## config.mk

```make
export PLATFORM = sky130hd
export DESIGN_NAME = xnor_parity_rx
export DESIGN_NICKNAME = d
export VERILOG_FILES = /design/src/rtl/xnor_parity_pkg.sv /design/src/rtl/xnor_parity_acc.sv /design/src/rtl/xnor_parity_rx.sv
export SDC_FILE = /design/constraint.sdc
export NUM_CORES = 1
export LEC_CHECK = 0
export BUFFER_PORTS_ARGS = -buffer_cell sky130_fd_sc_hd__buf_4
export CORE_MARGIN = 4
export CORE_UTILIZATION = 46
export DETAILED_ROUTE_END_ITERATION = 8
export PLACE_DENSITY_LB_ADDON = 0.2
export SYNTH_ARGS = -nofsm -noshare
export SYNTH_HDL_FRONTEND = slang
export SYNTH_HIERARCHICAL = 1
export SYNTH_SLANG_ARGS = --single-unit
```

## constraint.sdc

```tcl
create_clock -name clk -period 1.4 [get_ports clk]
set_input_delay 0.28 -clock clk [delete_from_list [all_inputs] [get_ports clk]]
set_output_delay 0.28 -clock clk [all_outputs]
set_load 0.02 [all_outputs]
```

## src/rtl/xnor_parity_pkg.sv

```systemverilog
// rtl/xnor_parity_pkg.sv - shared types and helpers for the XNOR-parity link
package xnor_parity_pkg;

    typedef enum logic [1:0] {IDLE, DATA, PAR} state_t;

    // Zero-extension does not change the XOR reduction, so narrower words may be passed in.
    function automatic logic xnor_parity(input logic [63:0] data);
        return ~(^data);
    endfunction

    function automatic int cnt_width(input int data_w);
        return $clog2(data_w + 1);
    endfunction

endpackage

```

## src/rtl/xnor_parity_acc.sv

```systemverilog
// rtl/xnor_parity_acc.sv - running XOR accumulator with clear/load/update
module xnor_parity_acc (
    input  logic clk,
    input  logic rst_n,
    input  logic i_clear,
    input  logic i_load,
    input  logic i_update,
    input  logic i_bit,
    output logic o_acc
);

    logic r_acc;

    always_ff @(posedge clk or negedge rst_n) begin
        if (!rst_n) begin
            r_acc <= 1'b0;
        end else if (i_clear) begin
            r_acc <= 1'b0;
        end else if (i_load) begin
            r_acc <= i_bit;
        end else if (i_update) begin
            r_acc <= r_acc ^ i_bit;
        end
    end

    assign o_acc = r_acc;

endmodule

```

## src/rtl/xnor_parity_rx.sv

```systemverilog
// rtl/xnor_parity_rx.sv - serial receiver/checker for XNOR-parity-protected words
module xnor_parity_rx
    import xnor_parity_pkg::*;
#(
    parameter int DATA_W = 4,
    parameter int CNT_W  = 8
) (
    input  logic              clk,
    input  logic              rst_n,
    input  logic              sin_valid,
    input  logic              sin_start,
    input  logic              sin_bit,
    output logic              sin_ready,
    output logic              out_valid,
    input  logic              out_ready,
    output logic [DATA_W-1:0] out_data,
    output logic              out_perr,
    output logic              frame_err,
    output logic [CNT_W-1:0]  perr_cnt
);

    localparam int            CW   = cnt_width(DATA_W);
    localparam logic [CW-1:0] LAST = CW'(DATA_W);

    state_t              r_state;
    state_t              w_next;
    logic [CW-1:0]       r_cnt;
    logic [CW-1:0]       w_cnt_next;
    logic [DATA_W-1:0]   r_shift;
    logic [DATA_W-1:0]   w_shift_next;
    logic                w_acc;
    logic                w_acc_load;
    logic                w_acc_update;
    logic                w_take;
    logic                w_load_out;
    logic                w_frame_err;
    logic                w_perr;
    logic                r_frame_err;
    logic                r_out_valid;
    logic [DATA_W-1:0]   r_out_data;
    logic                r_out_perr;
    logic [CNT_W-1:0]    r_perr_cnt;

    // Only the parity bit can stall: it needs a free output register to land in.
    assign sin_ready = !((r_state == PAR) && r_out_valid && !out_ready);
    assign w_take    = sin_valid && sin_ready;
    assign w_perr    = xnor_parity(64'({w_acc, sin_bit}));

    xnor_parity_acc u_acc (
        .clk      (clk),
        .rst_n    (rst_n),
        .i_clear  (w_load_out),
        .i_load   (w_acc_load),
        .i_update (w_acc_update),
        .i_bit    (sin_bit),
        .o_acc    (w_acc)
    );

    always_comb begin
        w_next       = r_state;
        w_cnt_next   = r_cnt;
        w_shift_next = r_shift;
        w_acc_load   = 1'b0;
        w_acc_update = 1'b0;
        w_load_out   = 1'b0;
        w_frame_err  = 1'b0;
        if (w_take) begin
            if (sin_start) begin
                // A start bit always opens a new frame, abandoning any partial one.
                w_frame_err     = (r_state != IDLE);
                w_shift_next    = '0;
                w_shift_next[0] = sin_bit;
                w_acc_load      = 1'b1;
                w_cnt_next      = CW'(1);
                w_next          = (DATA_W == 1) ? PAR : DATA;
            end else begin
                case (r_state)
                    IDLE: w_frame_err = 1'b1;
                    DATA: begin
                        for (int i = 0; i < DATA_W; i++) begin
                            if (r_cnt == CW'(i)) w_shift_next[i] = sin_bit;
                        end
                        w_acc_update = 1'b1;
                        w_cnt_next   = r_cnt + CW'(1);
                        if (w_cnt_next == LAST) w_next = PAR;
                    end
                    PAR: begin
                        w_load_out = 1'b1;
                        w_cnt_next = '0;
                        w_next     = IDLE;
                    end
                    default: w_next = IDLE;
                endcase
            end
        end
    end

    always_ff @(posedge clk or negedge rst_n) begin
        if (!rst_n) begin
            r_state <= IDLE;
            r_cnt   <= '0;
            r_shift <= '0;
        end else begin
            r_state <= w_next;
            r_cnt   <= w_cnt_next;
            r_shift <= w_shift_next;
        end
    end

    always_ff @(posedge clk or negedge rst_n) begin
        if (!rst_n) begin
            r_frame_err <= 1'b0;
            r_out_valid <= 1'b0;
            r_out_data  <= '0;
            r_out_perr  <= 1'b0;
            r_perr_cnt  <= '0;
        end else begin
            r_frame_err <= w_frame_err;
            if (w_load_out) begin
                r_out_valid <= 1'b1;
                r_out_data  <= r_shift;
                r_out_perr  <= w_perr;
                if (w_perr && (r_perr_cnt != '1)) r_perr_cnt <= r_perr_cnt + CNT_W'(1);
            end else if (out_ready) begin
                r_out_valid <= 1'b0;
            end
        end
    end

    assign out_valid = r_out_valid;
    assign out_data  = r_out_data;
    assign out_perr  = r_out_perr;
    assign frame_err = r_frame_err;
    assign perr_cnt  = r_perr_cnt;

endmodule

```

==> metrics.md <==
| Metric | Value |
|---|---|
| Outcome | `finished, violations left` |
| Failing checks | `negative setup slack` |
| Max transition margin | `77.6%` |
| Largest stage delay on the critical path | `0.43 ns` |
| Net Sw Power | `0.946 mW` |
| I/O pin count | `22` |
| Initial antenna violation count | `0` |
| Tcrit/Tclk final | `125%` |
| Post-Place Worst Slack | `-0.0854 ns` |
| CTS Buffer Depth | `2` |
| Switching fraction of total power | `36.6%` |
| Critical Path RT | `1.12 ns` |
| TritonCTS clock tree | `yes` |
| Slowest CP cell | `dfrtp_1` |
| Final Hold Fails | `0` |
| DRT iter0 DRCs | `70` |
| Antenna Violating Nets Remaining | `0` |
| Synth top area share | `46.1%` |
| Ranking of synthesized cells by instance count | `25 x dfrtp_1, 15 x nand2_1, 10 x nor2_1` |
| Die footprint | `3880 sq um` |
| Cell family with most CP delay | `flip-flops` |
| Fillers | `182` |
| Final wirelength | `3820 um` |
| F_max | `574 MHz` |
| Fin Clk Skew | `0.00368 ns` |
| Total GRT Usage | `17.5%` |
| WS Path Type | `reg2out` |
| Fin util | `75.1%` |
| Buffers & Inverters on Critical Path | `4` |
| DIE WIDTH | `62.3 um` |
| Mapped Cells | `131` |
| Sinks on Clock Net | `25` |
| Post-synth EDFFs | `0` |
| Gpl congestion | `0.784` |
| Clock transition at the registers of the reported paths | `0.14 ns` |
| Core Area | `2780 sq um` |
| DRC Markers | `0` |
| Pleak | `1.02 nW` |
| Syn avg cell area | `10.4 sq um` |
| Root Buffer | `clkbuf_4` |
| MaxCap Viol Count | `0` |
| Initial Utilization | `48.8%` |
| Vias in the first global route | `1216` |
| Internal power | `1.64 mW` |
| Asr flop ratio synth | `100%` |
| Slew Limit Fails | `0` |
| Fin worst setup slack | `-0.344 ns` |
| Crit. End Element | `output pin` |
| NumNets Final | `201` |
| Proportion of power drawn by combinational gates | `47.7%` |
| Worst vdd ir | `0.980 mV` |
| Routed vias | `1250` |
| RSZ-0062 raised after global routing | `yes` |
| Number of CTS-inserted buffers | `3` |
| Largest net degree at the start of global routing | `26` |
| Critical Path Start Type | `flop` |
| Cell with the most instances after synthesis | `dfrtp_1` |
| # H-tree levels | `1` |
| Post-DP HPWL | `2390 um` |
| Final setup fails | `21` |
| Synth Flop Type | `dfrtp_1` |
| Layout area overhead | `54.1%` |
| Die extent in y | `62.3 um` |
| Tmin final | `1.74 ns` |
| Flops & latches, synth | `25` |
| Post-synthesis cell area | `1360 sq um` |
| Post-synth net total | `144` |
| Clock Latency Late Sink | `0.32 ns` |
| Clock network power share | `13.0%` |
| First-pass GRT wire length | `5700 um` |
| Worst path most repeated cell | `buf_6` |
| Cell taking the most area after synthesis | `dfrtp_1` |
| Seq/Total Area, Yosys | `46.1%` |
| Hold WC Path Type | `in2reg` |
| Pwr Total | `2.58 mW` |
| TritonRoute pass-1 iters | `4` |
| YS warnings | `6` |
| Pwr/cell area | `1240 nW/um^2` |
| Arr. time, crit path | `1.46 ns` |
| Share of cells above drive strength 1 | `54.0%` |
| Worst-margin pin slew | `0.334 ns` |
| Routed length per instance | `17.5 um` |
| Netlist cell types | `41` |
| Total gr overflow | `0` |
| Peak fanout along the critical path | `2` |
| Vias per cell | `5.73` |
| # port buffers | `21` |
| Sequential Power Share | `39.2%` |
| Ant. Diodes | `0` |
| CP cell instances | `buf_6 > and4bb_1 > inv_2 > buf_6 > buf_6` |
| Top post-synthesis cells by area | `dfrtp_1 46%, ha_1 6.5%, mux2_2 4.2%` |
| Row count | `19` |
[power groups by stage]
stage          sequential, mW  combinational [mW]  clock [mW]
2_1_floorplan            1.07               0.471           0
4_1_cts                 0.994                1.02       0.346
3_3_place_gp            0.998               0.894           0
6_report                 1.01                1.23       0.337
5_1_grt                  1.03                1.33       0.372
3_5_place_dp             1.01               0.931           0
[worst register-to-register path: cells and delay by family (launching register included)]
family / cells / cell delay [ns]
buf+inv: 3 / 0.34
flops: 1 / 0.43
simple gates: 3 / 0.42
mux: 1 / 0.29
[worst paths after layout]
| check | slack, ns | from | end | cells past startpoint |
|---|---|---|---|---|
| worst min-delay path | 0.31 | sin_start | r_shift[2]$_DFFE_PN0P_ | 3 |
| worst min register to register | 0.52 | out_data[1]$_DFFE_PN0P_ | out_data[1]$_DFFE_PN0P_ | 1 |
| worst max-delay path | -0.34 | r_state[0]$_DFFE_PN0P_ | sin_ready | 5 |
| worst max register to register | -0.18 | r_state[0]$_DFFE_PN0P_ | r_shift[0]$_DFFE_PN0P_ | 7 |
| max in group asynchronous | 0.76 | rst_n | perr_cnt[0]$_DFFE_PN0P_ | 2 |
| min in group asynchronous | 0.38 | rst_n | perr_cnt[5]$_DFFE_PN0P_ | 2 |
[sequential cells by signal, summed over array words and instances, names as in the netlist]
name         count
perr_cnt         8
out_data         4
r_shift          4
r_cnt            3
r_state          2
frame_err        1
out_perr         1
out_valid        1
u_acc/o_acc      1
[final cells by class]
type | instances | area, sq um | share of cell area, %
Sequential cell | 25 | 628 | 30.1
Multi-Input combinational cell | 95 | 866 | 41.4
Timing Repair Buffer | 56 | 504 | 24.1
Clock buffer | 4 | 26.3 | 1.26
Tap cell | 31 | 38.8 | 1.86
Inverter | 7 | 26.3 | 1.26
[metal layers]
| layer | GRT usage, % | vias to the layer above | wire [um] |
|---|---|---|---|
| li1 | - | 582 | - |
| met1 | 23.5 | 614 | 1590 |
| met2 | 29.0 | 44 | 1920 |
| met3 | 2.88 | 10 | 228 |
| met4 | 5.04 | 0 | 77 |
| met5 | 0 | - | 0 |
[stage by stage]
step / TNS [ns] / hold WS (ns) / instances / area, sq um
2_1_floorplan: -0.236 / -0.0156 / 131 / 1400
3_3_place_gp: -0.185 / 0.205 / 200 / 1730
3_5_place_dp: -0.378 / 0.204 / 200 / 1730
4_1_cts: -0.910 / 0.283 / 209 / 1870
5_1_grt: -3.17 / 0.292 / 218 / 2090
6_report: -2.15 / 0.310 / 218 / 2090
[repair_timing]
item,4_1_cts,5_1_grt
resized for setup,19,27
endpoints found under the setup margin,14,20
hold endpoints to repair,25,0
cloned,0,2
hold buffers,1,0
pin swaps,8,19
setup buffers,4,10
[cells by family (layout without fill, tap and decap cells)]
group | after synthesis | count (layout) | share of synthesized area [%]
adders and majority gates | 7 | 7 | 6.46
buffers and inverters | 11 | 67 | 3.78
and+or+nand+nor | 51 | 51 | 21.8
DFF | 25 | 25 | 46.1
AOI/OAI and AO/OA | 23 | 23 | 11.1
xor gates and xnor gates | 5 | 5 | 3.23
muxes | 9 | 9 | 7.56
[layout by cell type (no fill, tap or decap), drive strengths merged, types with 3 or more instances in the layout]
cell type,n
buf,53
dfrtp,25
nand2,15
nor2,10
nand3,8
inv,7
mux2,7
ha,7
o21ai,6
clkbuf,6
a21oi,5
xor2,4
nor3,3
o31ai,3
Power figures use the tool's default switching activity.
